**src/rtl/key_pkg.sv**
```systemverilog
// rtl/key_pkg.sv - shared constants and helpers for the key debouncer
package key_pkg;

    localparam int DEB_CYCLES_SIM         = 20;
    localparam int DEB_CYCLES_BOARD_50MHZ = 1_000_000;

    // Pin level seen when no key is pressed.
    function automatic logic key_idle_lvl(input bit active_low);
        return active_low;
    endfunction

    // Ceiling log2 with a minimum of 1 so single-entry ranges still get a bit.
    function automatic int clog2(input int n);
        int r;
        r = 1;
        while ((1 << r) < n) r++;
        return r;
    endfunction

endpackage

```
**src/rtl/key_debounce_cell.sv**
```systemverilog
// rtl/key_debounce_cell.sv - one key: two-flop sync, stability counter, press/release pulses
module key_debounce_cell
    import key_pkg::*;
#(
    parameter int DEB_CYCLES     = DEB_CYCLES_SIM,
    parameter bit KEY_ACTIVE_LOW = 1'b1
) (
    input  logic clk,
    input  logic rst,
    input  logic key_in,
    output logic key_state,
    output logic key_press,
    output logic key_release,
    output logic press_next
);

    localparam int               CNT_W   = clog2(DEB_CYCLES + 1);
    localparam logic [CNT_W-1:0] CNT_MAX = CNT_W'(DEB_CYCLES - 1);
    localparam logic             IDLE    = key_idle_lvl(KEY_ACTIVE_LOW);

    logic             sync1;
    logic             sync2;
    logic [CNT_W-1:0] cnt;
    logic             lvl;
    logic             accept;
    logic             release_next;

    always_comb begin
        lvl          = sync2 ^ KEY_ACTIVE_LOW;
        accept       = (lvl != key_state) && (cnt == CNT_MAX);
        press_next   = accept & lvl;
        release_next = accept & ~lvl;
    end

    // Sync stages reset to the idle level so a key held through reset is seen as a new edge.
    always_ff @(posedge clk) begin
        if (rst) begin
            sync1       <= IDLE;
            sync2       <= IDLE;
            cnt         <= '0;
            key_state   <= 1'b0;
            key_press   <= 1'b0;
            key_release <= 1'b0;
        end else begin
            sync1       <= key_in;
            sync2       <= sync1;
            key_press   <= press_next;
            key_release <= release_next;
            if (lvl == key_state) begin
                cnt <= '0;
            end else if (accept) begin
                key_state <= lvl;
                cnt       <= '0;
            end else begin
                cnt <= cnt + CNT_W'(1);
            end
        end
    end

endmodule

```
**src/rtl/key_debounce.sv**
```systemverilog
// rtl/key_debounce.sv - NUM_KEYS debounced keys with registered press-event encoder
module key_debounce
    import key_pkg::*;
#(
    parameter int NUM_KEYS       = 4,
    parameter int DEB_CYCLES     = DEB_CYCLES_SIM,
    parameter bit KEY_ACTIVE_LOW = 1'b1
) (
    input  logic                         clk,
    input  logic                         rst,
    input  logic [NUM_KEYS-1:0]          key_in,
    output logic [NUM_KEYS-1:0]          key_state,
    output logic [NUM_KEYS-1:0]          key_press,
    output logic [NUM_KEYS-1:0]          key_release,
    output logic                         key_valid,
    output logic [clog2(NUM_KEYS)-1:0]   key_code
);

    localparam int CODE_W = clog2(NUM_KEYS);

    logic [NUM_KEYS-1:0] press_next;
    logic [CODE_W-1:0]   code_next;

    for (genvar k = 0; k < NUM_KEYS; k++) begin : g_keys
        key_debounce_cell #(
            .DEB_CYCLES     (DEB_CYCLES),
            .KEY_ACTIVE_LOW (KEY_ACTIVE_LOW)
        ) u_cell (
            .clk         (clk),
            .rst         (rst),
            .key_in      (key_in[k]),
            .key_state   (key_state[k]),
            .key_press   (key_press[k]),
            .key_release (key_release[k]),
            .press_next  (press_next[k])
        );
    end

    // Scan downward so the lowest pressed index wins.
    always_comb begin
        code_next = '0;
        for (int i = NUM_KEYS - 1; i >= 0; i--) begin
            if (press_next[i]) code_next = CODE_W'(i);
        end
    end

    // Encoder uses the cells' next-pulse terms so it lands on the same edge as key_press.
    always_ff @(posedge clk) begin
        if (rst) begin
            key_valid <= 1'b0;
            key_code  <= '0;
        end else begin
            key_valid <= |press_next;
            if (|press_next) key_code <= code_next;
        end
    end

endmodule
```
**config.mk**
```make
export PLATFORM = sky130hd
export DESIGN_NAME = key_debounce
export DESIGN_NICKNAME = d
export VERILOG_FILES = /design/src/rtl/key_pkg.sv /design/src/rtl/key_debounce_cell.sv /design/src/rtl/key_debounce.sv
export SDC_FILE = /design/constraint.sdc
export NUM_CORES = 1
export LEC_CHECK = 0
export ABC_AREA = 1
export CAP_MARGIN = 20
export CORE_MARGIN = 3
export CORE_UTILIZATION = 51
export CTS_BUF_LIST = sky130_fd_sc_hd__clkbuf_4
export CTS_CLUSTER_SIZE = 14
export DETAILED_ROUTE_END_ITERATION = 10
export PLACE_DENSITY = 0.83
export SYNTH_ARGS = -nofsm -noshare
export SYNTH_HDL_FRONTEND = slang
export SYNTH_SLANG_ARGS = --single-unit
```
**constraint.sdc**
```tcl
create_clock -name clk -period 1.1 [get_ports clk]
set_clock_uncertainty 0.1 [all_clocks]
set_input_delay 0.22 -clock clk [delete_from_list [all_inputs] [get_ports clk]]
set_output_delay 0.22 -clock clk [all_outputs]
set_load 0.02 [all_outputs]
```
---- Yosys cells after proc, flatten, opt, wreduce, memory -nomap -nowiden ----
Index checks and enable logic that the tools add are counted.
word-level totals
  flip-flop bits (word level) ............. 43
  input bits .............................. 6
  output and inout bits ................... 15
  word-level logic and storage cells ...... 75
cells by class
  equality and inequality tests ........... 12
  add/sub/neg operators ................... 4
  mux-type cells .......................... 4
  bitwise gates (word level) .............. 16
  reduce and logical (&&, ||, !) cells .... 13
operators with widths
  kind                                         number
  adder 5 x 1 -> 5 bit, second input constant  4
  equality test 5 bit, second input constant   4
  OR reduction 3 bit                           4
  AND 1 bit                                    8
  two-way mux 2 bit                            4
  NOT 1 bit                                    8
  AND reduction 2 bit                          4
  equality test 1 bit                          4
  logical AND 1 bit                            4
  != test 1 bit                                4
  OR reduction 4 bit                           1

---- Longest topological paths before layout ----
  word-level depth ........................ 8
  mapped depth ............................ 9
  gate-level depth less buffers ........... 9

---- Cells and area by module ----
Synthesis repeated with hierarchy kept, for this count alone.
second synthesis, totals
  cell total of the unflattened synthesis .. 193
  area, all modules ....................... 1717.9 um2
by module, submodules not included
  module             area an instance (um2)  seq. area each (um2)  cells each  instances
  key_debounce_cell  397.9                   200.2                 44          4
  key_debounce       126.4                   60.1                  17          1

---- Least setup slack after synthesis ----
Ideal clock, no wire load.
  kind .................................... register -> register
  start point ............................. register g_keys[3].u_cell.cnt[0]
  end point ............................... register key_code[0]
  required time ........................... 0.934 ns
  library setup time ...................... 0.066 ns
  slack ................................... -0.139 ns
  stages on the path, launching flop included .. 10
  buffers on the path ..................... 0
  data arrival time ....................... 1.073 ns
  clock period less this slack ............ 1.239 ns
  path through ............................ dfxtp_1 > ha_1 > inv_1 > nor2_2 > nand2_2 > nor2_2 > nand2_1 > nand2_1 > nand2_1 > a21oi_2
on the way
  longest elaborated chain between the ends .. 7
  elaborated cells between the ends (all ways) .. 8
  classes of those cells .................. eq/ne: 1; mux: 4; bitwise: 1; reduce/logical: 2
RTL lines
  item                            line                     source
  start, declared                 key_debounce_cell.sv:23  logic [CNT_W-1:0] cnt;
  start signal, assigned          key_debounce_cell.sv:55  cnt <= cnt + CNT_W'(1);
  equality test 5 bit *           key_debounce_cell.sv:30  accept = (lvl != key_state) && (cnt == CNT_MAX);
  logical AND 1 bit *             key_debounce_cell.sv:30
  AND 1 bit *                     key_debounce_cell.sv:31  press_next = accept & lvl;
  two-way mux 2 bit (4 in a row)  key_debounce.sv:43       if (press_next[i]) code_next = CODE_W'(i);
  end signal, assigned            key_debounce.sv:54       if (|press_next) key_code <= code_next;
  end, declared                   key_debounce.sv:16       output logic [clog2(NUM_KEYS)-1:0] key_code
Mark *: on every way between the ends. The rest lies on a longest branch, timed or not.
A chain may end at the register's enable or synchronous reset.

---- Worst setup path in the final report ----
Ends and elaborated chain as after synthesis.

==> flow_summary.ini <==
[status]
outcome = complete, but fails checks
violations = negative setup slack

[clock_network]
tritoncts = done
cts_made_buffers = 5
root_buffer = clkbuf_4
clk_pin_slew_ps = 130
ctsHtreeMaxLevel = 2
clkLatencyLatePin_ps = 380
clock-sinks = 43
ctsLongestPathBuffers = 2

[layout]
drive_gt1_frac = 0.622
stdcell_area_mm2 = 0.00261
fin_nets = 260
final_util = 0.849
antenna_cells = 0
syn2layout_area_growth_pct = 56.4

[worst_setup_path]
cp_max_fo = 5
setup.worst_path.start_class = flip-flop
required_ps = 1320
cp.arrival_ps = 1600
critPathKind = flip-flop to flip-flop
worst_setup_path_end_kind = flip-flop

[floorplanning]
die-area_mm2 = 0.00400
core-area_mm2 = 0.00308
num_io_pins = 21
start_util = 0.543
die_h_um = 63.2
rows = 20
die_w_um = 63.2

[timing]
hold_viol_final = 0
maxSlewViolCount = 0
slew_headroom = 0.804
fin_crit_ps = 1370
rsz0062_at_grt = true
fin_crit_sh = 1.25
holdWs_ps = 207
final-setup-viol-count = 50
max_freq_ghz = 0.727
max_slew.worst_pin.slew_ps = 293
worst_slack_ps = -275

[route]
routed.top_layer = met4
ant_nets = 0
num_vias = 1473
drt_pass1_iterations = 4
initialDrtViolationCount = 83
wirelength_um = 4610
wl_per_cell_um = 15.6
wl_met2_um = 2480
wl_met3_um = 176
drc_errors = 0
met1Wirelength_um = 1750
avgViaCountPerCell = 4.99

[grt]
grt_pass1_vias = 1457
grt-ovfl-total = 0
track_usage = 0.213
grt_max_degree = 14
grt_pass1_wl_um = 6470
grt_antenna_before_repair = 0

[logic_synthesis]
synthTopCellsByArea = dfxtp_1 52%, nor2_1 7.0%, buf_4 5.8%, inv_1 4.9%, xor2_1 4.2%
yosysTopAreaCell = dfxtp_1
ys_seq_area_frac = 0.515
yosysWarnings = 0
ys_ff_latch = 43
netlist.area_leader.share = 0.515
async_flop_share = 0
synth_edf_count = 0
avgSynthCellArea_um2 = 8.75
syn_area_mm2 = 0.00167
synth_nets = 201
synthCells = 191
synth_most_common_cell = dfxtp_1
synthTopCellsByCount = 43 x dfxtp_1, 31 x nor2_1, 22 x inv_1, 17 x nand2_1, 13 x buf_4
synth-main-ff-cell = dfxtp_1
synth_cell_types = 22

[placement]
place.gp.congestion = 0.773
place.port_buffers = 20
dp_slack_ps = -390
dp_hpwl_um = 2090
place_area_mm2 = 0.00212

[pwr]
p_leak_nw = 1.13
power_frac_comb = 0.043
seqPwrFrac = 0.585
intPower_mw = 2.10
power_density_mw_per_mm2 = 1040
power_frac_clock = 0.372
power.total_mw = 2.72
power_switching_mw = 0.620
ir_drop_mv = 0.873
swShare = 0.228

[worst_hold_path]
hp-class = input port to flip-flop

[job]
maxCapViolations = 0
[final cells by class]
class                      count  area [um2]
fill                         163         465
sequential                    43         890
clock inverter                 3        38.8
timing repair buffer          66         589
clock buffer                   5        37.5
multi-input combinational    112         908
tap                           44        55.1
inverter                      22        93.8
[what timing repair did]
item,CTS,global route
hold buffers,0,0
resized for setup,134,34
hold endpoints to repair,0,0
gates cloned,0,0
endpoints found under the setup margin,49,49
pin swaps,11,11
buffers inserted,7,11
[final timing paths]
kind	startpoint	end	slack, ps	cells after the start
worst max-delay path	g_keys[3].u_cell.cnt[0]$_SDFF_PP0_	key_code[0]$_SDFFE_PP0P_	-270	9
worst min-delay path	rst	g_keys[3].u_cell.key_release$_SDFF_PP0_	210	3
worst max register to register	g_keys[3].u_cell.cnt[0]$_SDFF_PP0_	key_code[0]$_SDFFE_PP0P_	-270	9
worst min register to register	g_keys[1].u_cell.sync1$_SDFF_PP1_	g_keys[1].u_cell.sync2$_SDFF_PP1_	350	1
[cell usage in the layout (no fill, tap or decap), types with 2 or more instances in the layout]
cell type / n
nand2_2: 4
a21oi_1: 3
nor2_4: 8
xnor2_2: 2
nand3_4: 6
xor2_1: 8
dfxtp_1: 20
clkbuf_4: 5
nor2_1: 20
a21oi_2: 5
nand3_1: 8
buf_6: 21
nand2_4: 5
inv_2: 3
or2_2: 8
nor2_2: 10
inv_1: 15
ha_4: 4
buf_4: 40
o21ai_2: 2
clkdlybuf4s50_1: 4
nand2_1: 9
nor3_1: 3
inv_4: 3
dfxtp_2: 23
[per-stage QoR]
step                      TNS, ps  instances
after floorplan              -180        191
after global placement     -11930        270
after detailed placement   -13080        270
after CTS                   -3410        285
after global routing        -8670        295
final                       -6070        295
[power by group through the flow]
stage	combinational [mW]	clock, mW	sequential (mW)
after floorplan	0.0472	0	1.62
after global placement	0.0823	0	1.62
after detailed placement	0.0852	0	1.62
after CTS	0.0959	0.991	1.59
after global routing	0.127	1.09	1.59
final	0.117	1.01	1.59
[routing by layer]
layer,GRT usage,vias to the layer above
li1,-,704
met1,0.214,695
met2,0.393,57
met3,0.0588,17
met4,0.119,0
met5,0,-
[state kept, by name, summed over array words and instances, names as in the netlist]
| signal | flops |
|---|---|
| g_keys.u_cell.cnt | 20 |
| g_keys.u_cell.key_press | 4 |
| g_keys.u_cell.key_release | 4 |
| g_keys.u_cell.key_state | 4 |
| g_keys.u_cell.sync1 | 4 |
| g_keys.u_cell.sync2 | 4 |
| key_code | 2 |
| key_valid | 1 |
[critical path: stages, from the launching register on]
cell     delay [ps]
dfxtp_2         380
ha_4            140
inv_2            50
nor2_4          120
nand2_4         100
nor2_2           90
nand2_1          70
nand2_1          80
nand2_1          80
a21oi_2         120
[logic make-up (layout without fill, tap and decap cells)]
family                   Yosys count  in the layout  synth area share
AO/OA/AOI/OAI                     10             10            0.0322
XOR/XNOR                          11             11            0.0577
AND/OR/NAND/NOR                   87             87             0.254
adder cells (fa/ha/maj)            4              4            0.0300
buffers and inverters             36             96             0.111
flip-flops                        43             43             0.515
(Power assumes the default switching activity.)
